### src/rtl/boreal_ledger_export_pkg.sv
// Shared definitions for the audit-ledger export drain.
//   LEDGER_ENTRY_W : width of one ledger entry
//   LEDGER_BEATS   : stream beats per entry
//   BEAT_W         : stream beat width
//   ledexp_state_e : export FSM state codes
package boreal_ledger_export_pkg;

  localparam int LEDGER_ENTRY_W = 256;
  localparam int LEDGER_BEATS   = 8;
  localparam int BEAT_W         = 32;

  typedef enum logic [1:0] {
    LEDEXP_S_IDLE   = 2'd0,
    LEDEXP_S_REQ    = 2'd1,
    LEDEXP_S_WAIT   = 2'd2,
    LEDEXP_S_STREAM = 2'd3
  } ledexp_state_e;

endpackage

### src/rtl/boreal_ledger_export_ser.sv
// Entry serializer: captures one 256-bit ledger entry and plays it out as
// eight 32-bit beats on a valid/ready stream, lowest word first.
// Ports:
//   clk, rst     : clock, synchronous active-high reset
//   load_i       : capture data_i and start streaming from beat 0
//   data_i       : ledger entry to serialize
//   ready_i      : stream sink ready
//   valid_o      : stream beat valid
//   data_o       : current beat word (zero when idle)
//   last_o       : high while the final beat is presented
//   done_o       : one-cycle pulse on the final beat's handshake
module boreal_ledger_export_ser
  import boreal_ledger_export_pkg::*;
(
  input  logic                      clk,
  input  logic                      rst,
  input  logic                      load_i,
  input  logic [LEDGER_ENTRY_W-1:0] data_i,
  input  logic                      ready_i,
  output logic                      valid_o,
  output logic [BEAT_W-1:0]         data_o,
  output logic                      last_o,
  output logic                      done_o
);

  logic [LEDGER_ENTRY_W-1:0] buf_q, buf_d;
  logic [2:0]                beat_q, beat_d;
  logic                      active_q, active_d;
  logic [BEAT_W-1:0]         word [LEDGER_BEATS];

  for (genvar gi = 0; gi < LEDGER_BEATS; gi++) begin : g_word
    assign word[gi] = buf_q[gi*BEAT_W +: BEAT_W];
  end

  always_comb begin
    buf_d    = buf_q;
    beat_d   = beat_q;
    active_d = active_q;
    if (load_i) begin
      buf_d    = data_i;
      beat_d   = 3'd0;
      active_d = 1'b1;
    end else if (active_q && ready_i) begin
      // The 3-bit counter wraps back to 0 after the final beat.
      beat_d = beat_q + 3'd1;
      if (beat_q == 3'(LEDGER_BEATS - 1)) begin
        active_d = 1'b0;
      end
    end
  end

  always_ff @(posedge clk) begin
    if (rst) begin
      buf_q    <= '0;
      beat_q   <= 3'd0;
      active_q <= 1'b0;
    end else begin
      buf_q    <= buf_d;
      beat_q   <= beat_d;
      active_q <= active_d;
    end
  end

  // Beat word and last are functions of registered state only, so they hold
  // steady while the sink stalls.
  assign valid_o = active_q;
  assign data_o  = active_q ? word[beat_q] : '0;
  assign last_o  = active_q && (beat_q == 3'(LEDGER_BEATS - 1));
  assign done_o  = active_q && ready_i && last_o;

endmodule

### src/rtl/boreal_ledger_export.sv
// Audit-ledger export drain. Follows the ledger write count with a read
// pointer, fetches one entry at a time and streams it as eight 32-bit beats.
// If the ledger has wrapped past unread entries the pointer jumps to the
// oldest intact entry and a sticky overrun flag is raised.
// Ports:
//   clk, rst     : clock, synchronous active-high reset
//   enable       : export enable (level)
//   clr_overrun  : pulse clearing the overrun flag (set wins)
//   led_idx      : ledger total-written count, wraps mod 2^32
//   led_rd_req   : one-cycle ledger read strobe
//   led_rd_addr  : ledger read address (low bits of rd_ptr)
//   led_rd_data  : ledger entry, valid the cycle after led_rd_req
//   m_valid/m_ready/m_data/m_last : 32-bit output stream
//   rd_ptr       : entries consumed (exported or skipped)
//   overrun      : sticky flag, entries lost to ledger wrap
module boreal_ledger_export
  import boreal_ledger_export_pkg::*;
#(
  parameter int DEPTH = 1024,
  parameter int AW    = 10
) (
  input  logic                      clk,
  input  logic                      rst,
  input  logic                      enable,
  input  logic                      clr_overrun,
  input  logic [31:0]               led_idx,
  output logic                      led_rd_req,
  output logic [AW-1:0]             led_rd_addr,
  input  logic [LEDGER_ENTRY_W-1:0] led_rd_data,
  output logic                      m_valid,
  input  logic                      m_ready,
  output logic [BEAT_W-1:0]         m_data,
  output logic                      m_last,
  output logic [31:0]               rd_ptr,
  output logic                      overrun
);

  ledexp_state_e state_q, state_d;
  logic [31:0]   rd_ptr_q, rd_ptr_d;
  logic          overrun_q, overrun_d;
  logic [31:0]   pending;
  logic          ovr_set;
  logic          ser_load;
  logic          ser_done;

  // Modulo-2^32 difference stays correct across led_idx wrap.
  assign pending = led_idx - rd_ptr_q;

  always_comb begin
    state_d  = state_q;
    rd_ptr_d = rd_ptr_q;
    ovr_set  = 1'b0;
    case (state_q)
      LEDEXP_S_IDLE: begin
        // pending == DEPTH still has the oldest entry intact; only beyond
        // that has the ledger overwritten something unread.
        if (pending > 32'(DEPTH)) begin
          rd_ptr_d = led_idx - 32'(DEPTH);
          ovr_set  = 1'b1;
        end else if (enable && (pending != 32'd0)) begin
          state_d = LEDEXP_S_REQ;
        end
      end
      LEDEXP_S_REQ:  state_d = LEDEXP_S_WAIT;
      LEDEXP_S_WAIT: state_d = LEDEXP_S_STREAM;
      LEDEXP_S_STREAM: begin
        if (ser_done) begin
          rd_ptr_d = rd_ptr_q + 32'd1;
          state_d  = LEDEXP_S_IDLE;
        end
      end
      default: state_d = LEDEXP_S_IDLE;
    endcase
    overrun_d = ovr_set ? 1'b1 : (clr_overrun ? 1'b0 : overrun_q);
  end

  always_ff @(posedge clk) begin
    if (rst) begin
      state_q   <= LEDEXP_S_IDLE;
      rd_ptr_q  <= 32'd0;
      overrun_q <= 1'b0;
    end else begin
      state_q   <= state_d;
      rd_ptr_q  <= rd_ptr_d;
      overrun_q <= overrun_d;
    end
  end

  assign led_rd_req  = (state_q == LEDEXP_S_REQ);
  assign led_rd_addr = rd_ptr_q[AW-1:0];
  // Ledger data arrives during WAIT; capture it there.
  assign ser_load    = (state_q == LEDEXP_S_WAIT);
  assign rd_ptr      = rd_ptr_q;
  assign overrun     = overrun_q;

  boreal_ledger_export_ser u_ser (
    .clk     (clk),
    .rst     (rst),
    .load_i  (ser_load),
    .data_i  (led_rd_data),
    .ready_i (m_ready),
    .valid_o (m_valid),
    .data_o  (m_data),
    .last_o  (m_last),
    .done_o  (ser_done)
  );

endmodule
### config.mk
export PLATFORM = sky130hd
export DESIGN_NAME = boreal_ledger_export
export DESIGN_NICKNAME = d
export VERILOG_FILES = /design/src/rtl/boreal_ledger_export_pkg.sv /design/src/rtl/boreal_ledger_export_ser.sv /design/src/rtl/boreal_ledger_export.sv
export SDC_FILE = /design/constraint.sdc
export NUM_CORES = 1
export LEC_CHECK = 0
export CAP_MARGIN = 0
export CORE_MARGIN = 1
export CORE_UTILIZATION = 46
export DETAILED_ROUTE_END_ITERATION = 10
export PLACE_DENSITY = 0.77
export SLEW_MARGIN = 20
export SYNTH_ARGS = -nofsm -noshare
export SYNTH_HDL_FRONTEND = slang
export SYNTH_SLANG_ARGS = --single-unit
### constraint.sdc
create_clock -name clk -period 3.7 [get_ports clk]
set_clock_uncertainty 0.15 [all_clocks]
set_input_delay 0.74 -clock clk [delete_from_list [all_inputs] [get_ports clk]]
set_output_delay 0.74 -clock clk [all_outputs]
set_load 0.05 [all_outputs]
==> reports/results.txt <==
Worst-skew pair later-pin latency - 0.53 ns
Clk slew on worst S/H paths - 0.06 ns
Core Footprint - 34500 um2
Vias/cell - 5.64
Leading post-synthesis cells by cell area - dfxtp_1 (37%), mux2i_1 (18%), mux4_2 (8.9%), nor2_1 (7.1%), ha_1 (3.0%)
Largest family of logic cells by synthesized area - multiplexers
Simple-gate share of the synthesized area - 16.3%
Main synth FF type - dfxtp_1
Reg2Reg Depth - 15
Async S/R FF share, synth - 0%
Peak VDD IR - 0.000369 V
PwrDens - 423 nW/um2
Multiplexer share of the synthesized area - 27.1%
Pre-CTS setup slack - -1.14 ns
Worst slew pin tran - 0.961 ns
Root Driver - clkbuf_16
Final wirelength - 54.6 mm
Initial Util - 46.8%
TritonCTS clock tree - built
Synth Area in Compound Gates - 10.6%
Overall power - 10.0 mW
Post-synthesis xor/xnor area fraction - 1.52%
Final setup violation count - 1
Post-synth EDFFs - 0
Fin cells - 2722
Largest net degree at the start of global routing - 93
Setup TNS - -0.0201 ns
Die Y - 189 um
Failing checks - setup timing
Worst Path Arrival - 4.02 ns
First-pass GRT wire length - 83.7 mm
Final instance area - 23700 um2
DR WL/cell - 20.1 um
Syn Nets - 2047
CTS HTree Levels - 2
Setup ws final - -0.0201 ns
Status - complete, but fails checks
Distinct cells, synth - 80
Hold_ws - 0.336 ns
IO Count - 371
Vias - 15347
LEAKAGE - 8.76 nW
Post-Syn Area - 16200 um2
Clock buffer depth - 3
NumNets Final - 2571
Final worst-path cycle share - 101%
Max_cap viols - 0
Port Buffers - 370
Area share of fa/ha/maj cells after synthesis - 3.15%
Hold buffers post-CTS - 0
Initial antenna violation count - 5
Cell taking the most area after synthesis - dfxtp_1
Peak Freq - 0.269 GHz
Syn avg cell area - 9.42 um2
Final hold viol count - 0
Number of cell rows - 68
Yosys reg bits - 295
Grt ovf - 0
Placed standard-cell area - 21800 um2
Die area - 35900 um2
Yosys top cell area share - 36.6%
Layout Area Growth over Synthesis - 46.7%
Pre-antenna DRT Iters - 8
Hold crit path type - reg2reg
GRT Resource Usage Total - 29.4%
Crit end category - register
Detail Placement HPWL - 39.4 mm
RSZ-0062 raised after global routing - yes
Startpoint Class - input pin
Die X - 189 um
Hold path cells - 2
Max FO, Critical Path - 16
Fillers - 2676
Share of cells above drive strength 1 - 22.0%
Post-Synthesis Cells - 1714
DRC - 0
DRT antenna net count - 0
Routability cong. - 0.962
Max Transition Viols Final - 0
Final design utilization - 68.6%
Num CTS Buffers - 34
Critical path data required time - 4.00 ns
Max transition margin - 35.4%
CTS Sinks - 295
Critical path class - in2reg
Synth warn - 0
Area occupied by multi-input gates - 10100 um2
Vias in the first global route - 15499
FF+latch area - 5920 um2
Commonest cells post-synth - nor2_1 (307), dfxtp_1 (295), mux2i_1 (294)
Sequential fraction of the synthesis area - 36.6%
Drt first-iter violations - 883
Most instantiated library cell after synthesis - nor2_1
Placed Cells - 2640
Fin crit period - 3.72 ns
==> path summary, 6_finish.rpt <==
check              startpoint   endpoint  slack, ns
setup / recovery  led_idx[18]  rd_ptr[0]      -0.02
hold / removal        overrun    overrun       0.34
setup reg to reg    rd_ptr[0]  rd_ptr[0]       0.01
hold reg to reg       overrun    overrun       0.34
==> what timing repair did <==
item / in CTS / in global routing
endpoints found under the setup margin: 55 / 48
buffers inserted: 12 / 4
resized for setup: 109 / 59
pin swaps: 38 / 32
cloned: 2 / 0
==> area by class of cell <==
class	count	area share (%)
multi-input combinational	1242	42.6
sequential	295	25.0
timing repair buffer	614	24.3
clock buffer	52	4.43
tap	455	2.40
inverter	51	0.861
clock inverter	8	0.386
antenna	5	0.0528
==> per-layer routing <==
metal | track usage (%) | vias to the layer above | wire length [um]
met1 | 35.4 | 7265 | 21700
li1 | - | 7227 | -
met5 | 0 | - | 13
met4 | 11.9 | 2 | 2120
met3 | 7.62 | 149 | 4550
met2 | 49.8 | 704 | 26200
==> registers in the layout (all words and copies together), names as in the netlist <==
register,flops
u_ser.beat_q,3
overrun,1
u_ser.valid_o,1
rd_ptr,32
state_q,2
u_ser.buf_q,256
==> placed cells by master (no fill, tap or decap), drive strengths merged, types with 13 or more instances in the layout <==
cell type / instances
dfxtp: 295
or3: 18
nand4: 21
nand3: 32
o21a: 13
clkdlybuf4s50: 309
nor4: 15
clkbuf: 56
inv: 54
xnor2: 15
nor3: 25
dlygate4sd2: 29
nand2: 68
o21ai: 51
and3: 15
mux2i: 294
o31ai: 13
mux4: 64
buf: 256
dlymetal6s2s: 15
a21oi: 61
nor2b: 43
xor2: 13
nor2: 308
ha: 39
==> report_power, final <==
part           total, mW  leakage [nW]  internal [mW]  switching [mW]
Sequential          3.34          2.39           3.28          0.0614
Combinational       3.24          5.81           1.56            1.68
Clock               3.44         0.567           2.04            1.39
Total               10.0          8.76           6.88            3.13
==> worst max-delay path: stages <==
cell and delay [ns]:
dlygate4sd2_1 0.27, ha_1 0.31, buf_4 0.17, nand2_2 0.08, o21ai_0 0.09, a21o_1 0.18, a211o_1 0.34, o211a_1 0.23
o32ai_2 0.29, nor4_2 0.06, buf_4 0.16, and4_4 0.21, buf_12 0.14, buf_16 0.15, or4_4 0.48, a21oi_2 0.11
==> logic make-up after synthesis <==
logic type,after synthesis
adders and majority gates,40
and+or+nand+nor,573
xor gates and xnor gates,28
DFF,295
AOI/OAI and AO/OA,243
buffers and inverters,177
muxes,358
No activity file was read; power rests on OpenSTA's default activity.
